[src/rtl/z80_snd_mem_arb.sv]
// Sound-ROM port scheduler: one outstanding read shared by the Z80 and both YM2610 ADPCM fetchers.
// ADPCM requesters that wait too long are promoted above the Z80 so playback cannot underrun.
module z80_snd_mem_arb #(
    parameter int ADDR_W     = 24,
    parameter int STARVE_MAX = 15,
    parameter int TIMEOUT    = 255
) (
    input  logic              CLK,
    input  logic              nRESET,
    input  logic              i_Z80_REQ,
    input  logic [ADDR_W-1:0] i_Z80_ADDR,
    output logic [7:0]        o_Z80_DATA,
    output logic              o_Z80_ACK,
    output logic              o_Z80_nWAIT,
    input  logic              i_ADA_REQ,
    input  logic [ADDR_W-1:0] i_ADA_ADDR,
    output logic [7:0]        o_ADA_DATA,
    output logic              o_ADA_ACK,
    input  logic              i_ADB_REQ,
    input  logic [ADDR_W-1:0] i_ADB_ADDR,
    output logic [7:0]        o_ADB_DATA,
    output logic              o_ADB_ACK,
    output logic              o_MEM_REQ,
    output logic [ADDR_W-1:0] o_MEM_ADDR,
    input  logic              i_MEM_RDY,
    input  logic [15:0]       i_MEM_DATA,
    output logic              o_TMO_ERR
);

    localparam int SW = $clog2(STARVE_MAX + 1);
    localparam int TW = $clog2(TIMEOUT + 1);
    localparam logic [SW-1:0] STARVE_SAT = SW'(STARVE_MAX);
    localparam logic [TW-1:0] TMO_LAST   = TW'(TIMEOUT - 1);

    typedef enum logic [1:0] {S_IDLE, S_ISSUE, S_WAIT} state_t;

    state_t            r_state;
    state_t            w_next;
    logic [2:0]        r_grant;
    logic [2:0]        r_ack;
    logic [2:0]        r_ackPrev;
    logic [2:0]        w_req;
    logic [2:0]        w_elig;
    logic [2:0]        w_sel;
    logic              w_done;
    logic              w_tmo;
    logic [ADDR_W-1:0] r_addr;
    logic [ADDR_W-1:0] w_selAddr;
    logic [TW-1:0]     r_tmoCnt;
    logic [SW-1:0]     r_adaCnt;
    logic [SW-1:0]     r_adbCnt;
    logic              r_z80Done;
    logic              r_tmoErr;
    logic [7:0]        r_z80Data;
    logic [7:0]        r_adaData;
    logic [7:0]        r_adbData;
    logic [7:0]        w_byte;

    // Bit order everywhere: [0]=Z80, [1]=ADA, [2]=ADB. A requester is blind for its ACK cycle and the one after.
    assign w_req  = {i_ADB_REQ, i_ADA_REQ, i_Z80_REQ};
    assign w_elig = w_req & ~r_ack & ~r_ackPrev & {2'b11, ~r_z80Done};
    assign w_byte = w_tmo ? 8'hFF : (r_addr[0] ? i_MEM_DATA[15:8] : i_MEM_DATA[7:0]);

    always_ff @(posedge CLK or negedge nRESET) begin
        if (!nRESET) begin
            r_state <= S_IDLE;
        end else begin
            r_state <= w_next;
        end
    end

    always_comb begin
        w_next = r_state;
        w_sel  = 3'b000;
        w_done = 1'b0;
        w_tmo  = 1'b0;
        case (r_state)
            S_IDLE: begin
                if (w_elig[1] && (r_adaCnt == STARVE_SAT)) begin
                    w_sel = 3'b010;
                end else if (w_elig[2] && (r_adbCnt == STARVE_SAT)) begin
                    w_sel = 3'b100;
                end else if (w_elig[0]) begin
                    w_sel = 3'b001;
                end else if (w_elig[1]) begin
                    w_sel = 3'b010;
                end else if (w_elig[2]) begin
                    w_sel = 3'b100;
                end
                if (w_sel != 3'b000) begin
                    w_next = S_ISSUE;
                end
            end
            S_ISSUE: begin
                w_next = S_WAIT;
            end
            S_WAIT: begin
                if (i_MEM_RDY) begin
                    w_done = 1'b1;
                    w_next = S_IDLE;
                end else if (r_tmoCnt == TMO_LAST) begin
                    w_done = 1'b1;
                    w_tmo  = 1'b1;
                    w_next = S_IDLE;
                end
            end
            default: begin
                w_next = S_IDLE;
            end
        endcase
    end

    always_comb begin
        w_selAddr = i_Z80_ADDR;
        if (w_sel[1]) begin
            w_selAddr = i_ADA_ADDR;
        end else if (w_sel[2]) begin
            w_selAddr = i_ADB_ADDR;
        end
    end

    always_ff @(posedge CLK or negedge nRESET) begin
        if (!nRESET) begin
            r_grant   <= 3'b000;
            r_ack     <= 3'b000;
            r_ackPrev <= 3'b000;
            r_addr    <= '0;
            r_tmoCnt  <= '0;
            r_adaCnt  <= '0;
            r_adbCnt  <= '0;
            r_z80Done <= 1'b0;
            r_tmoErr  <= 1'b0;
            r_z80Data <= 8'h00;
            r_adaData <= 8'h00;
            r_adbData <= 8'h00;
        end else begin
            r_ackPrev <= r_ack;
            r_ack     <= w_done ? r_grant : 3'b000;
            if (w_sel != 3'b000) begin
                r_grant <= w_sel;
                r_addr  <= w_selAddr;
            end
            r_tmoCnt <= (r_state == S_IDLE) ? '0 : r_tmoCnt + TW'(1);
            if (w_done && r_grant[0]) r_z80Data <= w_byte;
            if (w_done && r_grant[1]) r_adaData <= w_byte;
            if (w_done && r_grant[2]) r_adbData <= w_byte;
            if (w_tmo) r_tmoErr <= 1'b1;
            if (!i_Z80_REQ) begin
                r_z80Done <= 1'b0;
            end else if (r_ack[0]) begin
                r_z80Done <= 1'b1;
            end
            // Waiting time excludes the requester's own transaction in flight.
            if (w_sel[1]) begin
                r_adaCnt <= '0;
            end else if (i_ADA_REQ && !(r_state != S_IDLE && r_grant[1]) && r_adaCnt != STARVE_SAT) begin
                r_adaCnt <= r_adaCnt + SW'(1);
            end
            if (w_sel[2]) begin
                r_adbCnt <= '0;
            end else if (i_ADB_REQ && !(r_state != S_IDLE && r_grant[2]) && r_adbCnt != STARVE_SAT) begin
                r_adbCnt <= r_adbCnt + SW'(1);
            end
        end
    end

    assign o_MEM_REQ   = (r_state == S_ISSUE);
    assign o_MEM_ADDR  = {r_addr[ADDR_W-1:1], 1'b0};
    assign o_Z80_ACK   = r_ack[0];
    assign o_ADA_ACK   = r_ack[1];
    assign o_ADB_ACK   = r_ack[2];
    assign o_Z80_DATA  = r_z80Data;
    assign o_ADA_DATA  = r_adaData;
    assign o_ADB_DATA  = r_adbData;
    assign o_TMO_ERR   = r_tmoErr;
    assign o_Z80_nWAIT = ~(i_Z80_REQ & ~(r_z80Done | r_ack[0]));

endmodule
[config.mk]
export PLATFORM = sky130hd
export DESIGN_NAME = z80_snd_mem_arb
export DESIGN_NICKNAME = d
export VERILOG_FILES = /design/src/rtl/z80_snd_mem_arb.sv
export SDC_FILE = /design/constraint.sdc
export NUM_CORES = 1
export LEC_CHECK = 0
export BUFFER_PORTS_ARGS = -buffer_cell sky130_fd_sc_hd__clkbuf_2
export CAP_MARGIN = 20
export CORE_ASPECT_RATIO = 2
export CORE_MARGIN = 10
export CORE_UTILIZATION = 50
export CTS_CLUSTER_DIAMETER = 150
export CTS_CLUSTER_SIZE = 8
export DETAILED_ROUTE_END_ITERATION = 6
export PLACE_DENSITY = 0.81
export RECOVER_POWER = 50
export SYNTH_ARGS = -nofsm -noshare
export SYNTH_HDL_FRONTEND = slang
export SYNTH_SLANG_ARGS = --single-unit
export TNS_END_PERCENT = 10
[constraint.sdc]
create_clock -name CLK -period 3.21 [get_ports CLK]
set_clock_uncertainty 0.05 [all_clocks]
set_input_delay 0.1605 -clock CLK [delete_from_list [all_inputs] [get_ports CLK]]
set_output_delay 0.1605 -clock CLK [all_outputs]
set_load 0.02 [all_outputs]
* Yosys cells after proc, flatten, opt, wreduce, memory -nomap -nowiden *
Index checks and enable logic that the tools add are counted.

storage, ports and cells
  flip-flop bits (word level) = 77
  output and inout bits = 54
  input bits = 94
  word-level logic and storage cells = 84

cells by class
  reduce and logical (&&, ||, !) cells = 20
  multiplexer cells = 28
  $add $sub $neg = 3
  equal/unequal tests = 10
  bitwise operators = 10

operator list
  cell                                                              count
  24-bit 2-to-1 mux                                                 2
  3-bit 2-to-1 mux                                                  8
  8-bit 2-to-1 mux                                                  3
  4-bit 2-to-1 mux                                                  4
  1-bit logical AND                                                 11
  3-bit bitwise AND                                                 3
  4-bit by 1-bit adder with 4-bit output (second input constant)    2
  8-bit by 1-bit adder with 8-bit output (second input constant)    1
  4-bit == test (second input constant)                             2
  8-bit == test (second input constant)                             1
  4-bit != test (second input constant)                             2
  1-bit 2-to-1 mux                                                  7
  2-bit 2-to-1 mux                                                  3
  3-bit inverter                                                    2
  2-bit case mux with 3 select lines                                1
  2-bit nonzero test                                                3
  3-bit nonzero test                                                2
  3-bit != test (second input constant)                             1
  1-bit inverter                                                    3
  2-bit by 1-bit == test with 1-bit output (second input constant)  1
  2-bit == test (second input constant)                             1
  1-bit zero test                                                   2
  2-bit zero test                                                   1
  2-bit by 1-bit != test with 1-bit output (second input constant)  1
  4 further kinds                                                   4

* Longest topological paths before layout *
Gate-level depths: netlist of run 1.

  depth after elaboration = 13
  mapped depth = 8
  depth with buffers taken out = 6

* Worst setup path before layout of run 1 *
Ideal clock, no wire load.

  kind = reg2reg
  from = reg r_ack[0]
  to = reg r_addr[10]
  data required time = 3,033 ps
  cell stages (with the launch flop) = 8
  data arrival time = 1,719 ps
  setup slack = 1,314 ps
  path through = dfrtp_1 -> nor4b_4 -> nor2_1 -> o211ai_1 -> buf_4 -> buf_6 -> mux2i_1 -> o211ai_2

on the way
  longest elaborated chain between the ends = 11

RTL lines
  what                              RTL line  text
  from (decl)                       40        logic [2:0] r_ack;
  from (signal assigned)            138       r_ack <= w_done ? r_grant : 3'b000;
  3-bit inverter *                  61        assign w_elig = w_req & ~r_ack & ~r_ackPrev & {2'b11, ~r_z80Done};
  3-bit bitwise AND * (3 in a row)  61
  3-bit 2-to-1 mux *                83        end else if (w_elig[0]) begin
  3-bit 2-to-1 mux *                81        end else if (w_elig[2] && (r_adbCnt == STARVE_SAT)) begin
  3-bit 2-to-1 mux *                79        if (w_elig[1] && (r_adaCnt == STARVE_SAT)) begin
  3-bit 2-to-1 mux * (2 in a row)   77        case (r_state)
  24-bit 2-to-1 mux                 117       end else if (w_sel[2]) begin
  24-bit 2-to-1 mux                 115       if (w_sel[1]) begin
  to (signal assigned)              141       r_addr <= w_selAddr;
  to (decl)                         47        logic [ADDR_W-1:0] r_addr;

Every way passes the cells marked *; elsewhere a longest branch is shown, timed or not. The select of a mux whose other input is x is not followed.
A chain may end at the register's enable or synchronous reset.

* Worst setup path after layout of run 1 *
  from = reg r_adbCnt[0]
  to = reg r_addr[4]

on the way
  longest elaborated chain between the ends = 8

RTL lines
  what                             RTL line  text
  from (decl)                      51        logic [SW-1:0] r_adbCnt;
  from (signal assigned)           162       r_adbCnt <= r_adbCnt + SW'(1);
  4-bit == test *                  81
  1-bit logical AND *              81
  3-bit 2-to-1 mux *               81
  3-bit 2-to-1 mux *               79
  3-bit 2-to-1 mux * (2 in a row)  77
  24-bit 2-to-1 mux                117
  24-bit 2-to-1 mux                115

Marks and branches as above.

==> run metrics, run 1 <==
FF-to-FF Start r_adbCnt[0]$_DFFE_PN0P_; WL final between 10 and 15 mm; CTS Root Cell clkbuf_16; sequential power share 0.360; CP max FO 28; largest family of logic cells by synthesized area compound AO/OA/AOI/OAI gates; CTS buffer count 9; Post-synth EDFFs 0; fmax between 400 and 500 MHz; setup TNS 0 ps; Vias ~3300; die height 145.4 µm; Syn Area/Cell 11.08 µm²; Max Root-Sink Buffers 2; number of fill cells 659; clk slew on worst S/H paths roughly 60 ps; switching part of the total 0.4059; worst-path cell chain ha_1, and3_1, a21oi_1, o211a_1, nand2_1, o211ai_2; dpl cells between 500 and 600; CTS sink count 77; Clock power frac 0.224; status complete, but fails checks; mux cell area share after synthesis 0.08654; CP delay by family, top compound AO/OA/AOI/OAI gates; # resized after CTS 0; P&R area growth vs syn 26.15%; I/O Buffers roughly 150; Power Density 947.4 mW/mm²; internal power 2792 µW; synthesized area ~0.004 mm²; share of cells above drive strength 1 0.2797; Critical Path End r_addr[4]$_DFFE_PN0P_; Starting Density 0.5136; Net Count, Synth ~450; Yosys cell types 40; initial DRC count about 160; CTS tree built; H-tree level count 3; commonest non-fill, non-tap cell in the layout clkbuf_2; FF-to-FF End r_addr[4]$_DFFE_PN0P_; Crit path depth 6; first-pass GRT wire length 17.64 mm; Placed Area 0.004486 mm²; R2R cell count 6; nets between 500 and 600; Worst Path Buf+Inv 0; design area 0.004961 mm²; Mapped Cells around 360; die width 82.71 µm; wire length per cell roughly 19 µm; Critical Path AT 2500 ps; row count between 40 and 50; RSZ-0062 raised after global routing no; Max Slew Vio Count about 80; Max Cap Viol 1; failing checks max-capacitance violations, max-slew violations; Post-Synth Simple-Gate Area 0.1467; Adder-Cell Fraction of Synth Area 0.01273; Gate power share 0.416; maximum vdd drop 0.6125 mV; Final Hold Viols 0; critical path type flop to flop; Pre-Repair DR Iteration Count 4; DRC viols 0; Sw Pwr 1908 µW; final setup violation count 0; Synth Area in Compound Gates 0.1559; Slew Limit Headroom -0.2800; CP startpoint r_adbCnt[0]$_DFFE_PN0P_; worst path required time ~3400 ps; FFs w/ async S/R, synth 1.000; Reg area around 0.0019 mm²; final worst-path cycle share 0.7121; Worst Hold Class input port to flop; xor-xnor portion of the synthesized cell area 0.02004; die area ~0.012 mm²; initial antenna violation count 1; YS warnings 0; Synth Register Bits 77; core region area 0.007657 mm²; Via density around 5.6; routability cong. 0.7907; Total GRT Usage 0.1870; largest net degree at the start of global routing 78; DP Wirelength 8.085 mm; Crit. End Element flop; crit path max-delay cell type o211a_1; R2R setup slack approximately 920 ps; Final ANT Viol Nets 0; Ports roughly 150; Seq/Total Area, Yosys 0.4900; slew of the pin with the lowest slew margin around 1900 ps; Min Hold Slack around 7 ps; Pleak around 0.0025 µW; Cell Count, Final, Fillers Out roughly 590; most frequent cells in the layout clkbuf_2, dfrtp_1, clkbuf_1, nand3_1, mux2i_1; total grt overflow 0; largest stage delay on the critical path around 770 ps; vias in the first global route 3596; startpoint types flop; main flop type after synthesis dfrtp_1; fin crit period approximately 2300 ps; Multi-input gate area between 0.0015 and 0.002 mm²; Clk Latency, worst-skew pair about 340 ps
flip-flops by register name, summed over array words and instances (netlist names), 2 cells and up:
register,count
r_ackPrev,3
o_ADB_DATA,8
r_adbCnt,4
r_ack,3
o_Z80_DATA,8
r_tmoCnt,8
r_addr,24
r_grant,3
r_state,2
o_ADA_DATA,8
r_adaCnt,4
cell usage after synthesis, drive strengths merged, types with 3 or more instances:
cell,count,area (µm²)
a21oi,4,20.02
a2bb2oi,24,210.2
and2,4,25.02
and3,6,37.54
buf,46,324.1
dfrtp,77,1927
ha,4,50.05
inv,4,15.01
mux2i,34,340.3
nand2,31,116.4
nand3,37,185.2
nor2,19,71.32
nor2b,3,18.77
nor3b,3,32.53
o211ai,26,300.3
o21ai,4,20.01
xor2,7,61.31
per-stage QoR:
stage	total power [µW]	setup WS, ps	utilization
final	4700	924.1	0.6479
after global routing	5014	735.5	0.6479
after CTS	4829	919.6	0.6567
after detailed placement	3740	938.1	0.5858
after global placement	3656	1007	0.5858
after floorplan	3302	1314	-
worst min-delay path by stage:
stage                               from                        end  slack, ps  cells past startpoint
after floorplan                   nRESET  o_ADA_DATA[0]$_DFFE_PN0P_       -190                      0
after global placement            nRESET    r_adbCnt[0]$_DFFE_PN0P_        310                      1
after detailed placement  i_ADA_ADDR[12]     r_addr[12]$_DFFE_PN0P_        320                      3
after CTS                 i_ADA_ADDR[20]     r_addr[20]$_DFFE_PN0P_          3                      3
after global routing      i_ADA_ADDR[23]     r_addr[23]$_DFFE_PN0P_         30                      3
final                     i_ADA_ADDR[20]     r_addr[20]$_DFFE_PN0P_          7                      3
cells by family (layout without fill, tap and decap cells):
group                    count (synthesis)  count (layout)
adder cells (fa/ha/maj)                  4               4
AO/OA/AOI/OAI                           66              66
multiplexers                            34              34
AND/OR/NAND/NOR                        113             113
flip-flops                              77              77
buffers and inverters                   51             193
other                                    1               2
XOR/XNOR                                 9               9
power groups by stage:
stage	registers (µW)	clock network (µW)	logic, µW
final	1690	1050	1960
after global routing	1750	1110	2160
after CTS	1690	1070	2070
after detailed placement	1690	0	2050
after global placement	1680	0	1970
after floorplan	1810	0	1490
layout make-up:
type	count	share of cell area
well taps	94	0.02371
clock inverters	3	0.008575
inverters	4	0.003026
diodes	1	0.0005044
clock buffers	13	0.05448
repair buffers	173	0.1861
multi-input cells	227	0.3352
flip-flops and latches	77	0.3884
worst min-delay path: stages:
cell,delay (ps)
clkbuf_2,80
nand2_1,40
o211ai_1,70
layer usage:
| layer | part of all wire | track usage | vias up |
|---|---|---|---|
| li1 | - | - | 1523 |
| met1 | 0.36 | 0.1977 | 1641 |
| met2 | 0.53 | 0.3224 | 150 |
| met3 | 0.087 | 0.05810 | 21 |
| met4 | 0.023 | 0.07744 | 0 |
| met5 | 0 | 0 | - |
what timing repair did:
action / CTS / global route
endpoints found under the hold margin: 99 / 0
hold buffers: 23 / 0
setup buffers: 0 / 0
No activity file was read; power rests on OpenSTA's default activity.
==> inputs of run 2 (changes only) <==
--- a/config.mk
+++ b/config.mk
@@ -9,11 +9,11 @@
 export CAP_MARGIN = 20
 export CORE_ASPECT_RATIO = 2
 export CORE_MARGIN = 10
-export CORE_UTILIZATION = 50
+export CORE_UTILIZATION = 45
 export CTS_CLUSTER_DIAMETER = 150
 export CTS_CLUSTER_SIZE = 8
 export DETAILED_ROUTE_END_ITERATION = 6
-export PLACE_DENSITY = 0.81
+export PLACE_DENSITY = 0.77
 export RECOVER_POWER = 50
 export SYNTH_ARGS = -nofsm -noshare
 export SYNTH_HDL_FRONTEND = slang
==> constraint.sdc (replaced) <==
create_clock -name CLK -period 1.8 [get_ports CLK]
set_clock_uncertainty 0.05 [all_clocks]
set_input_delay 0.09 -clock CLK [delete_from_list [all_inputs] [get_ports CLK]]
set_output_delay 0.09 -clock CLK [all_outputs]
set_load 0.02 [all_outputs]
==> run 2 against run 1 <==
The run ends with negative setup slack left; combinational power is 120% higher; power is 96% higher; cell count is 8.4% higher; clock-buffer cell count is 1 lower; critical path type unchanged; critical endpoint is now r_addr[19]$_DFFE_PN0P_.
==> run metrics, run 2 (synthesis gave the netlist of run 1 again) <==
status complete, but fails checks; failing checks negative setup slack; largest stage delay on the critical path 420 ps; Starting Density 0.4579; HP Start i_ADB_ADDR[8]; CTS buffer count 9; Slew Limit Headroom 0.3150; total grt overflow 0; worst path required time a little under 2000 ps; GR Util met1 0.1796; Power Density ~1700 mW/mm²; nets ~630; Ports between 100 and 150; Cell Count, Final, Fillers Out ~640; R2R cell count 7; die area between 0.01 and 0.015 mm²; Reg area between 0.0015 and 0.002 mm²; number of fill cells around 640; H-tree level count 3; CTS Root Cell clkbuf_16; Most Crowded Layer GR met2; Worst Hold Class input port to flop; Clk Latency, worst-skew pair 330 ps; critical path type flop to flop; Worst Path Buf+Inv 2; slew of the pin with the lowest slew margin between 1000 and 1500 ps; vias in the first global route 3949; die height 152.2 µm; routability cong. ~0.82; Final ANT Viol Nets 0; post-layout util 0.6487; Max Cap Viol 0; largest register by flop count r_addr; hold path depth 3; clk slew on worst S/H paths 60 ps; Vias ~3500; DRC viols 0; CTS tree built; dpl cells a little under 600; final setup violation count 27; Pleak slightly below 0.003 µW; CP max FO 13; final worst-path cycle share 1.105; WL final 12.70 mm; FF-to-FF Start r_ack[0]$_DFF_PN0_; Setup WS post-layout -189.3 ps; Max Slew Vio Count 0; share of cells above drive strength 1 0.4167; wire length per cell 19.78 µm; Min Hold Slack 5.552 ps; crit path max-delay cell type dfrtp_2; Via density between 5 and 6; first-pass GRT wire length ~20 mm; Placed Area approximately 0.0048 mm²; Multi-input gate area between 0.0015 and 0.002 mm²; Critical Path AT 2150 ps; Crit. End Element flop; Hold EP r_addr[8]$_DFFE_PN0P_; fin crit period ~2000 ps; CP delay by family, top buffers and inverters; DP Wirelength around 8.9 mm; row count 48; Final Hold Viols 0; startpoint types flop; maximum vdd drop between 1 and 1.5 mV; initial antenna violation count 2; die width between 80 and 90 µm; CTS sink count between 70 and 80; global-route track usage on met3 0.05246; most frequent cells in the layout clkbuf_2, dfrtp_1, nand3_1, dlygate4sd3_1, mux2i_1; Pre-Repair DR Iteration Count 4; core region area ~0.0086 mm²; R2R setup slack -190 ps; Max Root-Sink Buffers 2; FF-to-FF End r_addr[19]$_DFFE_PN0P_; fmax between 500 and 600 MHz; I/O Buffers ~150; worst-path cell chain nor4b_4, buf_4, nor2_2, o211ai_1, bufbuf_16, mux2i_2, o211ai_2; Largest register FFs 24; P&R area growth vs syn 41.68%; GR Layer Usage met2 0.3450; commonest non-fill, non-tap cell in the layout clkbuf_2; Total GRT Usage 0.1882; design area about 0.0056 mm²; initial DRC count ~220; largest net degree at the start of global routing 39; RSZ-0062 raised after global routing yes
[run 2: how the worst max path moves through the flow]
stage / cells past startpoint / to / slack, ps / start
after global routing: 7 / r_addr[19]$_DFFE_PN0P_ / -280 / r_ack[0]$_DFF_PN0_
after detailed placement: 7 / r_addr[9]$_DFFE_PN0P_ / -130 / r_ack[0]$_DFF_PN0_
after global placement: 7 / r_addr[19]$_DFFE_PN0P_ / -70 / r_ack[0]$_DFF_PN0_
after CTS: 7 / r_addr[9]$_DFFE_PN0P_ / -140 / r_ack[0]$_DFF_PN0_
final: 7 / r_addr[19]$_DFFE_PN0P_ / -190 / r_ack[0]$_DFF_PN0_
after floorplan: 7 / r_addr[10]$_DFFE_PN0P_ / -30 / r_ack[0]$_DFF_PN0_
[run 2: per-layer routing]
metal | vias up | wire (µm) | part of all wire
li1 | 1610 | - | -
met4 | 0 | 393 | 0.031
met2 | 139 | 6991 | 0.55
met3 | 25 | 808 | 0.064
met1 | 1758 | 4507 | 0.35
met5 | - | 0 | 0
[run 2: through the flow]
step / setup WS (ps) / TNS [ps] / power (µW)
after global routing: -278.7 / -9615 / 9765
after floorplan: -34.27 / -595.5 / 5900
final: -189.3 / -3248 / 9233
after CTS: -135.8 / -2431 / 9237
after global placement: -65.28 / -1184 / 6938
after detailed placement: -132.6 / -2600 / 7095
[run 2: report_power, final]
part           internal, µW  total [µW]  leakage, µW  switching, µW
registers              2470        2970     0.000946            497
logic                  1880        4290      0.00181           2410
clock network          1290        1970     0.000163            684
total                  5640        9230      0.00292           3590
[run 2: timing repair]
item | in CTS | in global routing
endpoints found under the hold margin | 103 | 0
resized for setup | 9 | 6
cloned | 1 | 0
setup endpoints to repair | 29 | 56
pin swaps | 0 | 3
buffers inserted | 1 | 0
hold buffers | 37 | 0
[run 2: worst min-delay path: cells and delay by family]
| family | cells | cell delay, ps |
|---|---|---|
| muxes | 1 | 60 |
| AOI/OAI and AO/OA | 1 | 130 |
| buffers and inverters | 1 | 80 |
[run 2: area by class of cell]
cell class / instances / share of cell area
timing repair buffer: 216 / 0.2623
clock buffer: 12 / 0.04604
tap: 100 / 0.02246
inverter: 4 / 0.002695
sequential: 77 / 0.3461
clock inverter: 4 / 0.01258
multi-input combinational: 227 / 0.3070
antenna: 2 / 0.0008983
==> inputs of run 3 (changes only) <==
--- a/config.mk
+++ b/config.mk
@@ -9,11 +9,11 @@
 export CAP_MARGIN = 20
 export CORE_ASPECT_RATIO = 2
 export CORE_MARGIN = 10
-export CORE_UTILIZATION = 45
+export CORE_UTILIZATION = 50
 export CTS_CLUSTER_DIAMETER = 150
 export CTS_CLUSTER_SIZE = 8
 export DETAILED_ROUTE_END_ITERATION = 6
-export PLACE_DENSITY = 0.77
+export PLACE_DENSITY = 0.81
 export RECOVER_POWER = 50
 export SYNTH_ARGS = -nofsm -noshare
 export SYNTH_HDL_FRONTEND = slang
==> constraint.sdc (replaced) <==
create_clock -name CLK -period 2.3 [get_ports CLK]
set_clock_uncertainty 0.05 [all_clocks]
set_input_delay 0.115 -clock CLK [delete_from_list [all_inputs] [get_ports CLK]]
set_output_delay 0.115 -clock CLK [all_outputs]
set_load 0.02 [all_outputs]
==> run 3 against run 2 <==
The run ends with max-capacitance violations, max-slew violations left; clock-buffer cell count decreased by 2; cell count decreased by 7.2%; hold slack got worse by 1.7 ps; sequential power decreased by 20%; first-iteration DRC count decreased by 47%; critical endpoint is now r_addr[22]$_DFFE_PN0P_; largest power group unchanged; highest routed layer unchanged.
==> run metrics, run 3 (synthesis gave the netlist of run 1 again) <==
design area a little over 0.005 mm²; CTS tree built; Crit. End Element flop; crit path max-delay cell type dfrtp_1; Final ANT Viol Nets 0; DRC viols 0; maximum vdd drop roughly 0.79 mV; vias in the first global route 3665; Via density about 5.6; die width between 80 and 90 µm; Final Hold Viols 0; Min Hold Slack 3.829 ps; core region area 0.007657 mm²; Largest register FFs 24; Tot Pwr approximately 7000 µW; initial DRC count 118; largest register by flop count r_addr; status complete, but fails checks; Max Cap Viol 1; largest stage delay on the critical path 400 ps; Pleak about 0.0026 µW; DP Wirelength approximately 8 mm; Power Density approximately 1400 mW/mm²; Starting Density 0.5136; Pre-Repair DR Iteration Count 4; Max Slew Vio Count 78; Worst Hold Class input port to flop; row count 45; slew of the pin with the lowest slew margin around 1700 ps; WL final approximately 11 mm; final setup violation count 0; P&R area growth vs syn 28.73%; RSZ-0062 raised after global routing no; worst-path cell chain ha_1, and3_1, and2_1, a211o_1, nand2b_4, o211ai_1; failing checks max-capacitance violations, max-slew violations; routability cong. around 0.81; setup TNS 0 ps; startpoint types flop; largest net degree at the start of global routing between 70 and 80; Setup WS post-layout 200.3 ps; Total GRT Usage 0.1839; Placed Area about 0.0045 mm²; fmax approximately 480 MHz; CTS Root Cell clkbuf_16; clk slew on worst S/H paths ~60 ps; most frequent cells in the layout clkbuf_2, dfrtp_1, clkbuf_1, nand3_1, mux2i_1; Vias around 3300; worst path required time ~2500 ps; Critical Path AT around 2300 ps; first-pass GRT wire length approximately 18 mm; die height 145.4 µm; Clk Latency, worst-skew pair between 300 and 400 ps; total grt overflow 0; Slew Limit Headroom -0.1345; CP max FO 24; post-CTS setup buffers 0; die area between 0.01 and 0.015 mm²; number of fill cells 606; Ports ~150; share of cells above drive strength 1 0.2794; Post-Place Worst Slack approximately 200 ps; H-tree level count 3; Max Root-Sink Buffers 2; CTS sink count 77; initial antenna violation count 1; final worst-path cycle share 0.9129; commonest non-fill, non-tap cell in the layout clkbuf_2; wire length per cell approximately 19 µm; CTS buffer count 9; fin crit period between 2000 and 2500 ps; critical path type flop to flop; I/O Buffers ~150; nets just under 600
-- run 3: final timing paths --
path                                          from                     end  slack, ps  cells after the start
setup reg to reg           r_adbCnt[0]$_DFFE_PN0P_  r_addr[22]$_DFFE_PN0P_        200                      6
hold reg to reg                 r_ack[2]$_DFF_PN0_  r_ackPrev[2]$_DFF_PN0_        380                      0
hold / removal                           i_Z80_REQ   r_z80Done$_DFFE_PN0P_          4                      2
max in group asynchronous                   nRESET  r_addr[10]$_DFFE_PN0P_        450                      2
setup / recovery           r_adbCnt[0]$_DFFE_PN0P_  r_addr[22]$_DFFE_PN0P_        200                      6
min in group asynchronous                   nRESET  r_addr[23]$_DFFE_PN0P_        710                      2
-- run 3: power breakdown --
group | internal, µW | switching, µW | leakage [µW]
Sequential | 1940 | 452 | 0.000947
Clock | 1170 | 563 | 0.000169
Combinational | 1050 | 1700 | 0.00145
Total | 4160 | 2720 | 0.00257
-- run 3: metal layers --
layer	share of wire	up-vias	track usage
li1	-	1529	-
met1	0.36	1602	0.1943
met2	0.52	156	0.3173
met3	0.088	30	0.04635
met4	0.034	0	0.09091
met5	0	-	0
-- run 3: stage by stage --
stage,util,cells
floorplan,-,355
global placement,0.5884,553
detailed placement,0.5884,553
CTS,0.6699,595
global route,0.6611,596
finish,0.6611,596
-- run 3: area by class of cell --
class	count	area (µm²)	share of cell area
repair buffers	177	973.4	0.1923
diodes	1	2.502	0.0004943
inverters	4	15.01	0.002966
clock buffers	10	229.0	0.04523
well taps	94	117.6	0.02323
multi-input cells	227	1663	0.3285
clock inverters	6	135.1	0.02669
flip-flops and latches	77	1927	0.3806
-- run 3: critical path, delay by kind of cell (launching register included) --
kind / cells / cell delay, ps
AOI/OAI and AO/OA: 2 / 600
adders and majority gates: 1 / 250
and+or+nand+nor: 3 / 720
DFF: 1 / 400
-- run 3: what timing repair did --
item,4_1_cts,5_1_grt
gates resized for setup,0,0
hold buffers,26,0
endpoints found under the hold margin,102,0
